`src/rtl/adder_pipe.sv`:
```
// Pipelined add/subtract unit: the carry chain is split into STAGE_BITS segments, one register
// stage each, with valid/ready on both sides. Define ADDER_PIPE_SAT_EN for the saturating mode.
module adder_pipe #(
    parameter int unsigned WIDTH      = 32,
    parameter int unsigned STAGE_BITS = 8
) (
    input  logic             clk,
    input  logic             rst,
    input  logic             in_valid,
    output logic             in_ready,
    input  logic [WIDTH-1:0] in1,
    input  logic [WIDTH-1:0] in2,
    input  logic             cin,
    input  logic             sub,
`ifdef ADDER_PIPE_SAT_EN
    input  logic             sat,
`endif
    output logic             out_valid,
    input  logic             out_ready,
    output logic [WIDTH-1:0] sum,
    output logic             cout,
    output logic             ovf,
    output logic             zero
);

    localparam int unsigned NSTAGES = (WIDTH / STAGE_BITS < 1) ? 1 : WIDTH / STAGE_BITS;

    logic adv;

    // Per-stage state; a/b ride along whole, s accumulates resolved segments.
    logic [NSTAGES-1:0]            vld_q, vld_d;
    logic [NSTAGES-1:0]            c_q, c_d;
    logic [NSTAGES-1:0]            sat_q, sat_d;
    logic [NSTAGES-1:0][WIDTH-1:0] a_q, a_d;
    logic [NSTAGES-1:0][WIDTH-1:0] b_q, b_d;
    logic [NSTAGES-1:0][WIDTH-1:0] s_q, s_d;
    logic                          ovf_q, ovf_d;
    logic                          zero_q, zero_d;

    logic                  sat_in;
    logic                  v_cur, c_cur, sat_cur;
    logic [WIDTH-1:0]      a_cur, b_cur, s_cur;
    logic [STAGE_BITS:0]   seg;

`ifdef ADDER_PIPE_SAT_EN
    assign sat_in = sat;
`else
    assign sat_in = 1'b0;
`endif

    assign adv      = ~vld_q[NSTAGES-1] | out_ready;
    assign in_ready = adv;

    always_comb begin
        vld_d   = '0;
        c_d     = '0;
        sat_d   = '0;
        a_d     = '0;
        b_d     = '0;
        s_d     = '0;
        ovf_d   = 1'b0;
        zero_d  = 1'b0;
        v_cur   = 1'b0;
        c_cur   = 1'b0;
        sat_cur = 1'b0;
        a_cur   = '0;
        b_cur   = '0;
        s_cur   = '0;
        seg     = '0;
        for (int k = 0; k < NSTAGES; k++) begin
            if (k == 0) begin
                v_cur   = in_valid;
                a_cur   = in1;
                b_cur   = sub ? ~in2 : in2;
                c_cur   = sub | cin;
                sat_cur = sat_in;
                s_cur   = '0;
            end else begin
                v_cur   = vld_q[(k == 0) ? 0 : k - 1];
                a_cur   = a_q[(k == 0) ? 0 : k - 1];
                b_cur   = b_q[(k == 0) ? 0 : k - 1];
                c_cur   = c_q[(k == 0) ? 0 : k - 1];
                sat_cur = sat_q[(k == 0) ? 0 : k - 1];
                s_cur   = s_q[(k == 0) ? 0 : k - 1];
            end
            seg = {1'b0, a_cur[k*STAGE_BITS +: STAGE_BITS]}
                + {1'b0, b_cur[k*STAGE_BITS +: STAGE_BITS]}
                + {{STAGE_BITS{1'b0}}, c_cur};
            s_cur[k*STAGE_BITS +: STAGE_BITS] = seg[STAGE_BITS-1:0];
            vld_d[k] = v_cur;
            a_d[k]   = a_cur;
            b_d[k]   = b_cur;
            c_d[k]   = seg[STAGE_BITS];
            sat_d[k] = sat_cur;
            s_d[k]   = s_cur;
        end

        // Final-stage flags use the effective B, so subtraction needs no special case.
        ovf_d = (a_d[NSTAGES-1][WIDTH-1] == b_d[NSTAGES-1][WIDTH-1]) &&
                (s_d[NSTAGES-1][WIDTH-1] != a_d[NSTAGES-1][WIDTH-1]);
        if (sat_d[NSTAGES-1] && ovf_d) begin
            s_d[NSTAGES-1] = a_d[NSTAGES-1][WIDTH-1] ? {1'b1, {(WIDTH-1){1'b0}}}
                                                     : {1'b0, {(WIDTH-1){1'b1}}};
        end
        zero_d = (s_d[NSTAGES-1] == '0);
    end

    always_ff @(posedge clk) begin
        if (rst) begin
            vld_q  <= '0;
            c_q    <= '0;
            sat_q  <= '0;
            a_q    <= '0;
            b_q    <= '0;
            s_q    <= '0;
            ovf_q  <= 1'b0;
            zero_q <= 1'b0;
        end else if (adv) begin
            vld_q  <= vld_d;
            c_q    <= c_d;
            sat_q  <= sat_d;
            a_q    <= a_d;
            b_q    <= b_d;
            s_q    <= s_d;
            ovf_q  <= ovf_d;
            zero_q <= zero_d;
        end
    end

    assign out_valid = vld_q[NSTAGES-1];
    assign sum       = s_q[NSTAGES-1];
    assign cout      = c_q[NSTAGES-1];
    assign ovf       = ovf_q;
    assign zero      = zero_q;

    // Last-stage operand copies and sat flag are dead state.
    logic unused_ok;
    assign unused_ok = ^{a_q, b_q, sat_q};

endmodule

```
`config.mk`:
```
export PLATFORM = sky130hd
export DESIGN_NAME = adder_pipe
export DESIGN_NICKNAME = d
export VERILOG_FILES = /design/src/rtl/adder_pipe.sv
export SDC_FILE = /design/constraint.sdc
export NUM_CORES = 1
export LEC_CHECK = 0
export BUFFER_PORTS_ARGS = -buffer_cell sky130_fd_sc_hd__buf_4
export CAP_MARGIN = 25
export CORE_MARGIN = 5
export CORE_UTILIZATION = 30
export CTS_BUF_LIST = sky130_fd_sc_hd__clkbuf_16
export CTS_CLUSTER_DIAMETER = 100
export DETAILED_ROUTE_END_ITERATION = 8
export GPL_TIMING_DRIVEN = 0
export HOLD_SLACK_MARGIN = 0.1
export PLACE_DENSITY = 0.5
export SLEW_MARGIN = 0
export SYNTH_ARGS = -nofsm -noshare
export SYNTH_HDL_FRONTEND = slang
export SYNTH_SLANG_ARGS = --single-unit
```
`constraint.sdc`:
```
create_clock -name clk -period 4.4 [get_ports clk]
set_clock_uncertainty 0.05 [all_clocks]
set_input_delay 0.66 -clock clk [delete_from_list [all_inputs] [get_ports clk]]
set_output_delay 0.66 -clock clk [all_outputs]
set_load 0.005 [all_outputs]
```
Word level (Yosys, flattened, before mapping)
Index checks and enable logic that the tools add are counted.
W data, S select, Z words.
{ "totals": {"ff_bits": 282, "latchBits": 0, "mem_bits_rw": 0, "mem_bits_ro": 0, "inputBits": 70, "output_inout_bits": 37, "elab_cells": 31, "memories": 0} }
{ "op_classes": {"add_sub_neg": 8, "multipliers": 0, "div": 0, "n_lt_le_gt_ge": 0, "n_eq_ne": 2, "shifts": 0, "n_mux": 1, "n_bitwise": 4, "n_reduce_logical": 2} }
{ "op_table": {"columns": ["operator", "n"], "rows": [
  ["$add A8 B8 Y9", 4],
  ["$add A9 B1 Y9", 4],
  ["$logic_not A32 Y1", 1],
  ["$mux W32", 1],
  ["$not A32 Y32", 1],
  ["$or A1 B1 Y1", 2],
  ["$eq A1 B1 Y1", 1],
  ["$logic_and A1 B1 Y1", 1],
  ["$ne A1 B1 Y1", 1],
  ["$not A1 Y1", 1]
]} }

Depth between registers and ports, before layout
Gate-level depths: netlist (run 1).
{ "logic_depth": {"depth_word": 4, "depth_mapped": 11, "depth_no_buf": 10} }

Worst setup path before layout (run 1)
No wires, ideal clock.
{ "synth_path": {"path_kind": "in2reg", "from": "in sub", "to": "reg c_q[0]", "t_arrival_ps": 3146, "setup_slack_ps": 1070, "cell_stages": 11, "path_cell_list": "clkbuf_1 clkbuf_1 xor2_1 fa_1 fa_1 a21o_1 a21oi_1 o21ai_0 a21o_1 a21oi_1 o22ai_1"} }
{ "synth_between": {"elab_chain_len": 3, "word_cells_on_any_way": 4, "classes_between": "add/sub (2); mux (1); bitwise (1)"} }
{ "synth_rtl": {"columns": ["item", "line_no", "source"], "rows": [
  ["from (decl)", "14", "input logic sub,"],
  ["$mux W32", "74", "b_cur = sub ? ~in2 : in2;"],
  ["$add A8 B8 Y9", "87", "+ {1'b0, b_cur[k*STAGE_BITS +: STAGE_BITS]}"],
  ["$add A9 B1 Y9 *", "88", "+ {{STAGE_BITS{1'b0}}, c_cur};"],
  ["to (signal assigned)", "111", "c_q <= '0;"],
  ["to (signal assigned)", "120", "c_q <= c_d;"],
  ["to (decl)", "32", "logic [NSTAGES-1:0] c_q, c_d;"]
]} }
Mark *: on every way between the ends. The rest lies on a longest branch, timed or not.
A chain may end at the register's enable or synchronous reset.

Final worst setup path (run 1)
{ "layout_path": {"from": "reg vld_q[3]", "to": "out in_ready"} }
{ "layout_between": {"elab_chain_len": 2} }
{ "layout_rtl": {"columns": ["item", "line_no", "source"], "rows": [
  ["from (decl)", "31", "logic [NSTAGES-1:0] vld_q, vld_d;"],
  ["from (signal assigned)", "119", "vld_q <= vld_d;"],
  ["$not A1 Y1", "51", "assign adv = ~vld_q[NSTAGES-1] | out_ready;"],
  ["$or A1 B1 Y1", "51", null],
  ["to (decl)", "10", "output logic in_ready,"]
]} }
Every way passes these cells.

==> flow_metrics.py, run 1 <==
metrics = {
    "setup_path": {
        "cp_max_fo": 10,
        "r2r_slack_ns": 1.61,
        "cp-startpoint": "vld_q[3]$_SDFFE_PP0P_",
        "cp-start-kind": "register",
        "r2r-end": "zero$_SDFFE_PP0P_",
        "max_stage_delay_ns": 0.61,
        "critPathMostFrequentCell": "buf_2",
        "critPathCaptureType": "output port",
        "cp_cell_sequence": "nor2b_1, clkbuf_1, inv_1, buf_2, buf_2, buf_1, buf_4",
        "crit_type": "reg2out",
        "critical_path_arrival_ns": 2.95,
        "required_ns": 3.69,
        "timing.rr.start": "c_q[2]$_SDFFE_PP0P_",
        "reg2reg_depth": 9,
        "cp_slowest_cell": "buf_1",
    },
    "yosys": {
        "synth_area_mm2": 0.007931,
        "yosys-top-cells-area": "dfxtp_1, nand2_1, a21oi_1",
        "yosys-top-cells-count": "nand2_1, dfxtp_1, a21oi_1, clkbuf_1, nor2_1",
        "synth_compound_area_share_pct": 15.84,
        "synth_async_sr_flop_share_pct": 0,
        "ys_warn_count": 0,
        "synthMostInstantiatedCell": "nand2_1",
        "ys_types": 40,
        "synth-xor-area-share_pct": 5.521,
        "ys_seq_area_share_pct": 46.95,
        "synth_simple_gate_area_share_pct": 20.46,
        "synthMuxAreaShare_pct": 0.5206,
        "synth_top_family_by_area": "simple AND/OR/NAND/NOR gates",
        "synth_edf_count": 0,
        "synthFlopType": "dfxtp_1",
        "avgSynthCellArea_um2": 8.126,
        "synthAdderAreaFrac_pct": 6.436,
        "syn-num-nets": 1082,
        "synth_top_cell_by_area": "dfxtp_1",
        "synth_top_area_share_pct": 46.95,
        "synth_cells": 976,
        "ys_ff_latch": 186,
    },
    "cells_and_area": {
        "antennaDiodeCount": 0,
        "multiInputGateArea_mm2": 0.003869,
        "layout.nets": 1205,
        "drive_gt1_share_pct": 13.67,
        "regArea_mm2": 0.003724,
        "area_growth_pct": 22.86,
        "fill_cells": 2806,
        "final_cells": 1447,
    },
    "cts": {
        "ctsHoldBuffers": 0,
        "root_buffer": "clkbuf_16",
        "htreeDepth": 4,
        "cts_resized": 0,
        "cts_buffers": 17,
        "path_clk_slew_ns": 0.07,
        "clkSinkCount": 186,
        "clock_path_buffers": 2,
        "post_cts_buffers": 0,
        "insertion_delay_ns": 0.44,
        "cts_tree": "done",
    },
    "timing": {
        "setup_violations": 0,
        "min_period_ns": 3.665,
        "tightest_slew_ns": 0.7728,
        "rsz0062_at_grt": "false",
        "slew_viol_final": 0,
        "hold_violations": 0,
        "fmax_mhz": 272.9,
        "tns_ns": 0,
        "slew_headroom_pct": 48.48,
        "finalCritPeriodShare_pct": 83.28,
    },
    "run_status": {
        "status": "finished, final reports clean",
    },
    "die": {
        "coreArea_mm2": 0.02606,
        "die_h_um": 172.6,
        "placementRows": 59,
        "io_pins": 107,
        "die_area_mm2": 0.02979,
        "die_x_um": 172.6,
        "initial_utilization_pct": 30.44,
    },
    "global_routing": {
        "grt_pass1_wl_um": 37200,
        "antenna_found_initial": 0,
        "grt_max_degree": 18,
        "grt_pass1_vias": 6571,
        "grt_overflow": 0,
        "grt_usage_pct": 15.53,
    },
    "power_and_ir_drop": {
        "power_density_mw_per_mm2": 405.1,
        "peakVddDrop_uv": 248.2,
        "total_power_mw": 3.947,
        "leakagePower_nw": 3.953,
    },
    "drt": {
        "vias_per_cell": 4.684,
        "dr.pass1.iters": 5,
        "drt_iter0_markers": 370,
        "vias": 6778,
        "wl_per_cell_um": 16.31,
        "postRouteAntennaNets": 0,
        "drt-total-wl_um": 23600,
        "remaining_drc_errors": 0,
    },
    "place": {
        "hpwl_um": 17970,
        "finalWeightedCongestion": 0.8149,
        "dp.cells": 1415,
        "io_buffers": 104,
    },
    "hold_path": {
        "min_to": "a_d[51]$_SDFFE_PP0P_",
        "holdCritPathClass": "reg2reg",
        "hp-start": "a_d[51]$_SDFFE_PP0P_",
        "hold_depth": 2,
    },
    "job": {
        "cap_violations": 0,
    },
}
power by group:
| part | switching (mW) | internal [mW] | leakage [nW] |
|---|---|---|---|
| logic | 0.241 | 0.215 | 2.14 |
| clock network | 0.713 | 0.907 | 0.287 |
| registers | 0.0750 | 1.80 | 1.53 |
cell type report:
type / instances / area share (%)
Multi-Input combinational cell: 704 / 39.70
Inverter: 19 / 0.7319
Sequential cell: 186 / 38.21
Buffer: 67 / 2.748
Tap cell: 335 / 4.301
Timing Repair Buffer: 104 / 8.012
Clock inverter: 15 / 1.926
Clock buffer: 17 / 4.366
state kept, by name (all words and copies together) (netlist names):
signal  count
zero        1
b_d        40
vld_q       4
s_cur      24
b_cur       8
a_d        40
c_q         4
sum        32
ovf         1
s_d        24
a_cur       8
how the worst max path moves through the flow:
stage | to | slack [ns] | cells past startpoint
final | in_ready | 0.74 | 7
after global routing | in_ready | 0.62 | 7
after CTS | in_ready | 0.74 | 7
after detailed placement | c_q[0]$_SDFFE_PP0P_ | 0.64 | 11
after global placement | s_d[39]$_SDFFE_PP0P_ | 0.64 | 10
after floorplan | c_q[0]$_SDFFE_PP0P_ | 1.07 | 11
stage by stage:
step                      hold WS [ns]  setup slack (ns)  utilization, %  instance area (um2)
after floorplan                 0.3815             1.070               -                 7931
after global placement          0.3899            0.6391           35.04                 9131
after detailed placement        0.3944            0.6404           35.04                 9131
after CTS                       0.4038            0.7426           37.39                 9744
after global routing            0.4162            0.6217           37.39                 9744
final                           0.4022            0.7355           37.39                 9744
routing by layer:
metal | track usage [%] | wire, um
met5 | 0 | 0
met3 | 3.253 | 975
met1 | 22.13 | 11750
met2 | 24.40 | 10680
met4 | 3.268 | 195
critical path: cells and delay by family, from the launching register on:
kind / cells / cell delay (ns)
DFF: 1 / 0.31
and+or+nand+nor: 1 / 0.17
buffers and inverters: 6 / 2.01
cells by family (layout without fill, tap and decap cells):
kind of cell / Yosys count / count (layout)
multiplexers: 4 / 4
buffers and inverters: 86 / 222
adder cells (fa/ha/maj): 36 / 36
AND/OR/NAND/NOR: 393 / 393
XOR/XNOR: 50 / 50
flip-flops: 186 / 186
AO/OA/AOI/OAI: 221 / 221
placed cells by master (no fill, tap or decap), types with 11 or more instances in the layout:
cell | netlist | final
nand2_1 | 293 | 293
dfxtp_1 | 186 | 186
clkbuf_1 | 52 | 52
nor2_1 | 48 | 48
xnor2_1 | 35 | 35
nor3_1 | 11 | 11
xor2_1 | 15 | 15
buf_4 | 0 | 104
clkbuf_16 | 0 | 17
a211oi_1 | 34 | 34
a21oi_1 | 153 | 153
buf_2 | 13 | 13
ha_1 | 28 | 28
inv_1 | 19 | 19
(Power assumes the default switching activity.)
==> inputs of run 2 (changes only) <==
Settings changed: PLACE_DENSITY 0.5 to 0.52.
Clock period 4.4 ns to 3.04 ns, I/O delays scaled along.
==> run 2 against run 1 <==
Sequential cell count unchanged. Worst hold slack worse by 0.18 ns. Final cell count shrank 0.14%. Via count shrank 0.96%. Combinational power is 45% higher. Critical endpoint is now c_q[0]$_SDFFE_PP0P_. Highest routed layer unchanged.
==> flow_metrics.py, run 2 (same netlist as run 1, synthesis figures left out) <==
metrics = {
    "run_status": {
        "status": "finished, final reports clean",
    },
    "cts": {
        "path_clk_slew_ns": 0.07,
        "htreeDepth": 4,
        "insertion_delay_ns": 0.43,
        "ctsHoldBuffers": 0,
        "root_buffer": "clkbuf_16",
        "clock_path_buffers": 2,
        "post_cts_buffers": 0,
        "cts_buffers": 17,
        "clkSinkCount": 186,
        "cts_tree": "done",
    },
    "global_routing": {
        "met3_usage_pct": 3.057,
        "antenna_found_initial": 0,
        "grt_overflow": 0,
        "top_usage_layer": "met2",
        "grt_usage_pct": 15.34,
        "grt_pass1_vias": 6676,
        "grt_max_degree": 20,
        "met2_usage_pct": 23.82,
        "grt_pass1_wl_um": 36760,
        "met1_usage_pct": 21.52,
    },
    "cells_and_area": {
        "mostFrequentLayoutCells": "nand2_1, dfxtp_1, a21oi_1",
        "area_growth_pct": 22.16,
        "layout_commonest_cell": "nand2_1",
        "fill_cells": 2761,
        "multiInputGateArea_mm2": 0.003876,
        "utilization_pct": 37.18,
        "antennaDiodeCount": 0,
        "final_cells": 1445,
        "regArea_mm2": 0.003724,
        "drive_gt1_share_pct": 13.87,
        "layout.nets": 1204,
    },
    "setup_path": {
        "crit_type": "in2reg",
        "critPathCaptureType": "register",
        "cp_slowest_cell": "fa_1",
        "max_stage_delay_ns": 0.43,
        "critical_path_arrival_ns": 3.07,
        "cp_top_family": "compound AO/OA/AOI/OAI gates",
        "cp-start-kind": "input port",
        "cp_max_fo": 10,
        "cp_cell_sequence": "clkbuf_1, clkbuf_4, xor2_1, fa_1, fa_1, a21o_1, a21oi_1, o21ai_0, a21o_1, a21oi_1, o22ai_1",
        "required_ns": 3.27,
        "crit_buf_inv": 2,
    },
    "power_and_ir_drop": {
        "switching_power_mw": 1.443,
        "power_density_mw_per_mm2": 566.3,
        "peakVddDrop_uv": 267.6,
        "pwr-share-clk_pct": 38.5,
        "p_comb_share_pct": 12.1,
        "p_int_mw": 4.043,
        "leakagePower_nw": 3.944,
        "p_sw_share_pct": 26.31,
        "pwr-share-seq_pct": 49.4,
    },
    "timing": {
        "tns_ns": 0,
        "worst_hold_slack_ns": 0.2245,
        "setup_violations": 0,
        "slew_viol_final": 0,
        "fmax_mhz": 352.4,
        "hold_violations": 0,
        "slew_headroom_pct": 44.15,
        "tightest_slew_ns": 0.8378,
        "worst_slack_ns": 0.2023,
        "finalCritPeriodShare_pct": 93.35,
        "rsz0062_at_grt": "false",
        "min_period_ns": 2.838,
    },
    "die": {
        "die_x_um": 172.6,
        "coreArea_mm2": 0.02606,
        "die_area_mm2": 0.02979,
        "io_pins": 107,
        "die_h_um": 172.6,
        "initial_utilization_pct": 30.44,
        "placementRows": 59,
    },
    "drt": {
        "vias": 6713,
        "remaining_drc_errors": 0,
        "wl_per_cell_um": 15.91,
        "dr.pass1.iters": 5,
        "drt-total-wl_um": 23000,
        "drt_iter0_markers": 282,
        "postRouteAntennaNets": 0,
        "vias_per_cell": 4.646,
    },
    "place": {
        "dp_slack_ns": -0.3245,
        "dp.cells": 1415,
        "finalWeightedCongestion": 0.8513,
        "hpwl_um": 17740,
        "io_buffers": 104,
    },
    "job": {
        "cap_violations": 0,
    },
    "hold_path": {
        "holdCritPathClass": "in2reg",
    },
}
==> run 2: cell count changes in the layout (fill, tap and decap cells not counted), sizes merged <==
cell and delta:
clkinv +4, bufinv -2, clkinvlp -2, buf -1, inv -1
==> run 2: worst paths after layout <==
path | from | endpoint | slack (ns) | cells past startpoint
worst max-delay path | sub | c_q[0]$_SDFFE_PP0P_ | 0.20 | 11
worst min-delay path | in1[16] | a_d[48]$_SDFFE_PP0P_ | 0.22 | 3
worst max register to register | c_q[2]$_SDFFE_PP0P_ | zero$_SDFFE_PP0P_ | 0.25 | 9
worst min register to register | sum[3]$_SDFFE_PP0P_ | sum[3]$_SDFFE_PP0P_ | 0.40 | 2
==> run 2: what timing repair did <==
action                                  4_1_cts  5_1_grt
cloned                                        0        0
pin swaps                                     0        0
endpoints found under the setup margin        1        3
gates resized for setup                       0        5
==> run 2: layout make-up <==
class,instances,area share [%]
Multi-Input combinational cell,704,40.01
Clock buffer,17,4.390
Sequential cell,186,38.43
Timing Repair Buffer,104,8.058
Clock inverter,14,1.278
Inverter,19,0.7361
Buffer,66,2.776
Tap cell,335,4.326
==> run 2: power groups by stage <==
stage	sequential (mW)	clock [mW]	combinational, mW
after floorplan	2.73	0	0.424
after global placement	2.76	0	0.658
after detailed placement	2.77	0	0.661
after CTS	2.71	2.17	0.666
after global routing	2.73	2.27	0.755
final	2.71	2.11	0.663
==> run 2: per-stage QoR <==
| stage | total power [mW] | cell area [um2] |
|---|---|---|
| after global placement | 3.421 | 9133 |
| after global routing | 5.748 | 9689 |
| after detailed placement | 3.426 | 9133 |
| after CTS | 5.542 | 9678 |
| final | 5.487 | 9689 |
| after floorplan | 3.150 | 7933 |
==> run 2: layer usage <==
layer	share of wire, %	vias up
met1	50	3061
met2	44	130
met3	4.1	24
met4	2.2	0
li1	-	3498
met5	0	-
==> run 2: worst min-delay path, cell delays in order <==
cell	delay (ns)
buf_4	0.11
nand2_1	0.04
a21oi_1	0.05
